### src/rtl/hazard_ctrl.sv
// hazard_ctrl -- hazard and sequencing controller for the five-stage RV32I pipe.
//
// Decides each cycle whether to stall (hold PC + IF/ID, bubble ID/EX), flush
// wrong-path instructions after a taken redirect, or freeze the whole pipe
// while data memory is busy. Priority: freeze > flush > data-hazard stall.
// All control outputs are combinational and act in the cycle they are raised.
//
// Build option: define FORWARDING_EN to enable EX operand forwarding. Then only
// load-use is a stall source. Without it, any RAW on EX/MEM destinations stalls
// and the forwarding selects are tied to 00.
//
// Ports:
//   clk                      rising-edge clock
//   reset                    asynchronous active-low reset
//   id_rs1_i, id_rs2_i       source indices of the instruction in ID
//   id_use_rs1_i/rs2_i       ID instruction actually reads that source
//   ex/mem/wb_rd_i           destination index per stage
//   ex/mem/wb_regwrite_i     stage writes its rd
//   ex_memread_i             EX instruction is a load
//   redirect_i               EX resolved a taken branch/jump
//   mem_busy_i               data memory not ready this cycle
//   hold_pc_o, hold_ifid_o   PC / IF/ID keep their value
//   bubble_idex_o            ID/EX loads a NOP
//   flush_o                  IF/ID and ID/EX load NOPs
//   freeze_o                 every pipeline register holds
//   fwd_a_o, fwd_b_o         EX operand select: 00 regfile, 01 MEM, 10 WB
module hazard_ctrl #(
  parameter int REG_ADDR_W   = 5,
  parameter int FLUSH_CYCLES = 2
) (
  input  logic                  clk,
  input  logic                  reset,
  input  logic [REG_ADDR_W-1:0] id_rs1_i,
  input  logic [REG_ADDR_W-1:0] id_rs2_i,
  input  logic                  id_use_rs1_i,
  input  logic                  id_use_rs2_i,
  input  logic [REG_ADDR_W-1:0] ex_rd_i,
  input  logic [REG_ADDR_W-1:0] mem_rd_i,
  input  logic [REG_ADDR_W-1:0] wb_rd_i,
  input  logic                  ex_regwrite_i,
  input  logic                  mem_regwrite_i,
  input  logic                  wb_regwrite_i,
  input  logic                  ex_memread_i,
  input  logic                  redirect_i,
  input  logic                  mem_busy_i,
  output logic                  hold_pc_o,
  output logic                  hold_ifid_o,
  output logic                  bubble_idex_o,
  output logic                  flush_o,
  output logic                  freeze_o,
  output logic [1:0]            fwd_a_o,
  output logic [1:0]            fwd_b_o
);

  typedef enum logic [1:0] {RUN, FLUSH, MEM_WAIT} state_t;

  localparam logic [2:0] FCNT_RELOAD = 3'(FLUSH_CYCLES - 1);

  state_t     state_q, state_d;
  logic [2:0] fcnt_q, fcnt_d;
  logic       freeze, flush, stall, data_hazard;

  // A source conflicts with a destination only if both sides are live and the
  // index is not x0.
  function automatic logic src_hit(input logic [REG_ADDR_W-1:0] src,
                                   input logic                  used,
                                   input logic [REG_ADDR_W-1:0] dst,
                                   input logic                  we);
    return used && we && (src != '0) && (src == dst);
  endfunction

`ifdef FORWARDING_EN
  // With forwarding, only a load in EX cannot be bypassed in time.
  assign data_hazard = ex_memread_i &&
                       (src_hit(id_rs1_i, id_use_rs1_i, ex_rd_i, ex_regwrite_i) ||
                        src_hit(id_rs2_i, id_use_rs2_i, ex_rd_i, ex_regwrite_i));
`else
  // WB is not checked: the regfile writes in the first half-cycle.
  assign data_hazard = src_hit(id_rs1_i, id_use_rs1_i, ex_rd_i,  ex_regwrite_i)  ||
                       src_hit(id_rs2_i, id_use_rs2_i, ex_rd_i,  ex_regwrite_i)  ||
                       src_hit(id_rs1_i, id_use_rs1_i, mem_rd_i, mem_regwrite_i) ||
                       src_hit(id_rs2_i, id_use_rs2_i, mem_rd_i, mem_regwrite_i);
`endif

  always_comb begin
    state_d = state_q;
    fcnt_d  = fcnt_q;
    freeze  = 1'b0;
    flush   = 1'b0;
    stall   = 1'b0;
    case (state_q)
      FLUSH: begin
        if (mem_busy_i) begin
          // fcnt holds: the flush resumes where it left off once memory is ready.
          freeze = 1'b1;
        end else begin
          flush = 1'b1;
          if (redirect_i) begin
            fcnt_d = FCNT_RELOAD;
          end else if (fcnt_q == 3'd1) begin
            state_d = RUN;
            fcnt_d  = 3'd0;
          end else begin
            fcnt_d = fcnt_q - 3'd1;
          end
        end
      end
      // MEM_WAIT behaves exactly like RUN: a busy cycle freezes and stays
      // waiting, a ready cycle is evaluated as a normal RUN cycle (including
      // any redirect that was held during the freeze).
      default: begin
        if (mem_busy_i) begin
          freeze  = 1'b1;
          state_d = MEM_WAIT;
        end else if (redirect_i) begin
          flush = 1'b1;
          if (FLUSH_CYCLES > 1) begin
            state_d = FLUSH;
            fcnt_d  = FCNT_RELOAD;
          end else begin
            state_d = RUN;
          end
        end else begin
          state_d = RUN;
          stall   = data_hazard;
        end
      end
    endcase
  end

  always_ff @(posedge clk or negedge reset) begin
    if (!reset) begin
      state_q <= RUN;
      fcnt_q  <= 3'd0;
    end else begin
      state_q <= state_d;
      fcnt_q  <= fcnt_d;
    end
  end

  // Outputs are forced low while reset is asserted, independent of the clock.
  assign freeze_o      = reset & freeze;
  assign flush_o       = reset & flush;
  assign hold_pc_o     = reset & stall;
  assign hold_ifid_o   = reset & stall;
  assign bubble_idex_o = reset & stall;

`ifdef FORWARDING_EN
  logic [REG_ADDR_W-1:0] ex_rs1_q, ex_rs2_q;

  function automatic logic [1:0] fwd_sel(input logic [REG_ADDR_W-1:0] rs);
    if ((rs != '0) && mem_regwrite_i && (mem_rd_i == rs)) return 2'b01;
    if ((rs != '0) && wb_regwrite_i && (wb_rd_i == rs))   return 2'b10;
    return 2'b00;
  endfunction

  // Shadow of the ID/EX source fields: follows ID/EX advance, takes the NOP
  // (x0) on bubble or flush, holds on freeze.
  always_ff @(posedge clk or negedge reset) begin
    if (!reset) begin
      ex_rs1_q <= '0;
      ex_rs2_q <= '0;
    end else if (!freeze) begin
      if (stall || flush) begin
        ex_rs1_q <= '0;
        ex_rs2_q <= '0;
      end else begin
        ex_rs1_q <= id_rs1_i;
        ex_rs2_q <= id_rs2_i;
      end
    end
  end

  assign fwd_a_o = fwd_sel(ex_rs1_q);
  assign fwd_b_o = fwd_sel(ex_rs2_q);
`else
  logic unused_fwd_inputs;
  assign unused_fwd_inputs = ^{wb_rd_i, wb_regwrite_i, ex_memread_i};
  assign fwd_a_o = 2'b00;
  assign fwd_b_o = 2'b00;
`endif

endmodule

### config.mk
export PLATFORM = sky130hd
export DESIGN_NAME = hazard_ctrl
export DESIGN_NICKNAME = d
export VERILOG_FILES = /design/src/rtl/hazard_ctrl.sv
export SDC_FILE = /design/constraint.sdc
export NUM_CORES = 1
export LEC_CHECK = 0
export CORE_MARGIN = 2
export CORE_UTILIZATION = 26
export CTS_CLUSTER_SIZE = 40
export DETAILED_ROUTE_END_ITERATION = 10
export MAX_ROUTING_LAYER = met4
export PLACE_DENSITY_LB_ADDON = 0.08
export SYNTH_ARGS = -nofsm -noshare
export SYNTH_HDL_FRONTEND = slang
export SYNTH_SLANG_ARGS = --single-unit
### constraint.sdc
create_clock -name clk -period 3.2 [get_ports clk]
set_input_delay 0.32 -clock clk [delete_from_list [all_inputs] [get_ports clk]]
set_output_delay 0.32 -clock clk [all_outputs]
set_load 0.02 [all_outputs]
==> reports/qor.csv, run 1 <==
metric,value,unit
power.total,0.333,mW
grt_use_total,13.6,%
grt_use_met1,14.7,%
irDropWorstVdd,0.131,mV
dp_hpwl,1.37,mm
r2r_cells,5,
worstSkewPairLatency,0.24,ns
synthTopCellsByArea,"dfrtp_1 20%, xnor2_1 14%, xor2_1 14%, buf_4 7.3%, ha_1 4.1%",
async_flop_share,100,%
post_drt_via_cell_ratio,4.69,
core-area,2210,um^2
numCtsBuffers,3,
ys.flop_type,dfrtp_1,
postRouteAntennaNets,0,
io_pins,44,
synth_edf_count,0,
antenna_found_initial,0,
crit_buf_inv,2,
clock-root-buffer,clkbuf_4,
use_met3,1.14,%
finish.utilization,43.7,%
whs,0.343,ns
cts_tree,yes,
critical_path_class,input pin to primary output,
rows,17,
critPathTopFamily,buffers and inverters,
critical_path.max_fanout,3,
wire_per_inst,11.3,um
fin_crit_sh,85.6,%
grt.met2_usage,24.4,%
synth_area,613,um^2
fp.dieH,52.6,um
post_cts_buffers,0,
end_kind,primary output,
htree_levels,1,
postCtsHoldBufs,0,
max_cap_violations,0,
worstPathRequired,2.88,ns
grt_overflow,0,
path_common_cell,clkdlybuf4s50_1,
grt_pass1_wl,2.73,mm
finalSetupTns,0,ns
drtPass1Iterations,2,
drt-initial-drc-count,3,
grt_pass1_vias,668,
drv_slew,0,
layout-drive-gt1-share,6.54,%
synth_top_area_share,20.4,%
final_nets,145,
cts_resized,0,
diodes,0,
rsz0062_at_grt,false,
max_freq,365,MHz
syn_area_per_cell,8.28,um^2
place_congestion,0.783,
drc,0,
busiest_layer,met2,
path_clk_slew,0.05,ns
ys_types,30,
cp.arrival,2.42,ns
vias,633,
grt_max_degree,13,
hold_viol,0,
setup_viol,0,
seq_area_frac_synth,20.4,%
syn_inst,74,
fin_skew,0.00381,ns
cp_num_cells,7,
yosysWarnings,0,
io_buffers,32,
reg2reg_slack,1.80,ns
syn2layout_area_growth,57.6,%
dieArea,2760,um^2
synth-seq-cells,5,
cp-start-kind,input pin,
finalCriticalPeriod,2.74,ns
wl,1.52,mm
p_leak,0.357,nW
cts.sinks,5,
synth_area_leader_cell,dfrtp_1,
outcome,"finished, final reports clean",
start_util,27.7,%
crit_chain,"clkdlybuf4s50_1, or4_4, o21ai_2, nor4_1, o21ai_1, a31oi_1, clkdlybuf4s50_1",
cts_max_path_buffers,2,
die_width,52.6,um
critPathSlowestCell,clkdlybuf4s50_1,
cp_slowest_stage_delay,0.66,ns
p_per_area,344,nW/um^2
hold_class,input pin to asynchronous set/reset pin,
==> layout by cell type, fill, tap and decap left out, types with 2 or more instances in the layout <==
master           instances
o31ai_1                  2
clkdlybuf4s50_1         32
nand2_1                  2
inv_1                    4
clkbuf_4                 3
conb_1                   4
xnor2_1                 10
xor2_1                  10
nand3_1                  3
nor3b_1                  2
ha_1                     2
nor4_1                   3
dfrtp_1                  5
a31oi_1                  2
and2_1                   2
a21oi_1                  2
o21ai_1                  3
nor3_1                   2
==> per-layer routing <==
metal  vias up  part of all wire [%]
met5         -                     0
li1        318                     -
met4         0                   1.2
met3         2                   4.8
met2        25                    53
met1       288                    40
==> sequential cells by signal, indices dropped and copies added, names as in the netlist <==
register and flops:
fcnt_q 3, state_q 2
==> cells by family after synthesis <==
family,Yosys count,synth area share (%)
AO/OA/AOI/OAI,14,14.7
flip-flops,5,20.4
XOR/XNOR,20,28.6
other,1,0.612
adder cells (fa/ha/maj),2,4.08
AND/OR/NAND/NOR,21,21.2
buffers and inverters,11,10.4
==> synthesized netlist by cell type (2+ instances only) <==
cell	n
nor3b_1	2
nand3_1	3
o31ai_1	2
buf_4	6
xnor2_1	10
nor3_1	2
xor2_1	10
and2_1	2
nor4_1	3
dfrtp_1	5
inv_1	4
a31oi_1	2
nand2_1	2
o21ai_1	3
ha_1	2
a21oi_1	2
==> metrics by stage <==
step / std cells / instance area (um^2) / setup WS, ns
floorplan: 77 / 624 / 1.27
global placement: 131 / 938 / 0.471
detailed placement: 131 / 938 / 0.444
CTS: 135 / 966 / 0.460
global route: 135 / 966 / 0.308
finish: 135 / 966 / 0.462
==> final timing paths <==
check / start / end
min in group clk: fcnt_q[1] / fcnt_q[1]
setup / recovery: id_rs1_i[1] / bubble_idex_o
hold / removal: reset / fcnt_q[2]
max in group asynchronous: reset / fcnt_q[0]
setup reg to reg: fcnt_q[0] / fcnt_q[1]
hold reg to reg: fcnt_q[1] / fcnt_q[1]
==> power by group <==
group	switching, mW	internal [mW]
combinational	0.0746	0.0844
clock	0.0265	0.0452
sequential	0.0177	0.0841
total	0.119	0.214
==> layout make-up <==
type / instances / area [um^2]
clock buffers: 3 / 22.5
clock inverters: 1 / 5.00
fillers: 232 / 1250
inverters: 4 / 15.0
multi-input cells: 61 / 435
flip-flops and latches: 5 / 125
well taps: 28 / 35.0
repair buffers: 33 / 328
(Power assumes the default switching activity.)
==> inputs of run 2 (changes only) <==
--- a/config.mk
+++ b/config.mk
@@ -6,7 +6,7 @@
 export NUM_CORES = 1
 export LEC_CHECK = 0
 export CORE_MARGIN = 2
-export CORE_UTILIZATION = 26
+export CORE_UTILIZATION = 36
 export CTS_CLUSTER_SIZE = 40
 export DETAILED_ROUTE_END_ITERATION = 10
 export MAX_ROUTING_LAYER = met4
==> reports/qor.csv, run 2 (synthesized netlist as in run 1, its figures left out) <==
metric,value,unit
grt.met2_usage,26.9,%
worstPathRequired,2.88,ns
dieArea,2050,um^2
fp.dieH,45.3,um
critical_path_class,input pin to primary output,
numCtsBuffers,3,
crit_end,hold_ifid_o,
final_cell_mix,"32 x clkdlybuf4s50_1, 10 x xnor2_1, 10 x xor2_1, 5 x dfrtp_1",
io_pins,44,
r2r_cells,5,
reg2reg_slack,1.83,ns
outcome,"finished, final reports clean",
layout-drive-gt1-share,4.72,%
place_congestion,0.793,
fin_area,942,um^2
cp-start-kind,input pin,
vias,611,
fin_skew,0.00178,ns
core-area,1560,um^2
busiest_layer,met2,
cts_tree,yes,
clock-root-buffer,clkbuf_4,
reg2reg_from,fcnt_q[0],
cts_max_path_buffers,2,
grt_pass1_wl,2.43,mm
final_common_cell,clkdlybuf4s50_1,
crit_start,id_rs1_i[3],
finalSetupTns,0,ns
rows,14,
grt_overflow,0,
r2r-end,fcnt_q[1],
final_nets,144,
antenna_found_initial,0,
end_kind,primary output,
p_leak,0.350,nW
cts_resized,0,
finalCriticalPeriod,2.70,ns
irDropWorstVdd,0.303,mV
use_met3,7.20,%
die_width,45.3,um
path_clk_slew,0.04,ns
drt-initial-drc-count,15,
fin_crit_sh,84.3,%
final.fill_count,149,
start_util,39.3,%
cts.sinks,5,
grt_pass1_vias,547,
hold_class,input pin to asynchronous set/reset pin,
grt_max_degree,13,
worstSkewPairLatency,0.24,ns
post_drt_via_cell_ratio,5.01,
top_register,fcnt_q,
wl,1.51,mm
p_per_area,353,nW/um^2
largest_register_ffs,3,
drv_slew,0,
cp.arrival,2.38,ns
post_cts_buffers,0,
grt_use_met1,21.1,%
io_buffers,32,
critical_path.max_fanout,3,
diodes,0,
wire_per_inst,12.4,um
max_freq,371,MHz
drtPass1Iterations,4,
setup_viol,0,
dpl_cell_area,916,um^2
postCtsHoldBufs,0,
hold_viol,0,
grt_use_total,17.3,%
rsz0062_at_grt,false,
postRouteAntennaNets,0,
reg_top3,"fcnt_q (3), state_q (2)",
htree_levels,1,
dp_hpwl,1.32,mm
drc,0,
max_cap_violations,0,
syn2layout_area_growth,53.7,%
-- run 2: cell types whose count changed in the layout (fill, tap and decap cells not counted), sizes merged --
cell,previous run,this run
clkbuf,3,4
clkinv,1,0
buf,1,0
-- run 2: worst min-delay path by stage --
stage | end | slack [ns]
2_1_floorplan | fcnt_q[0] | 0.02
5_1_grt | fcnt_q[0] | 0.33
6_report | fcnt_q[2] | 0.33
3_5_place_dp | fcnt_q[1] | 0.51
4_1_cts | fcnt_q[2] | 0.34
3_3_place_gp | fcnt_q[1] | 0.51
-- run 2: area by class of cell --
class                      instances  area (um^2)  area share (%)
multi-input combinational         61          435            46.2
clock buffer                       4         26.3            2.79
tap                               16         20.0            2.12
timing repair buffer              32          320            34.0
sequential                         5          125            13.3
inverter                           4         15.0            1.59
-- run 2: stage by stage --
step	utilization [%]	hold slack [ns]	total power [mW]	instances	worst slack [ns]
after CTS	60.4	0.338	0.335	122	0.480
after floorplan	-	0.0244	0.197	77	1.27
after global routing	60.4	0.331	0.367	122	0.289
after global placement	58.7	0.505	0.256	118	0.512
final	60.4	0.334	0.332	122	0.503
after detailed placement	58.7	0.514	0.260	118	0.481
-- run 2: per-layer routing --
layer | up-vias | part of all wire, %
li1 | 319 | -
met1 | 271 | 47
met2 | 21 | 48
met3 | 0 | 4.8
met4 | 0 | 0
met5 | - | 0
-- run 2: critical path, cell delays in order --
cell and delay, ns:
clkdlybuf4s50_1 0.56, or4_4 0.17, o21ai_2 0.05, nor4_1 0.28, o21ai_1 0.11, a31oi_1 0.25
clkdlybuf4s50_1 0.65
-- run 2: where the power goes --
part / internal (mW) / switching, mW
combinational: 0.0831 / 0.0751
sequential: 0.0842 / 0.0171
clock: 0.0471 / 0.0258
total: 0.214 / 0.118
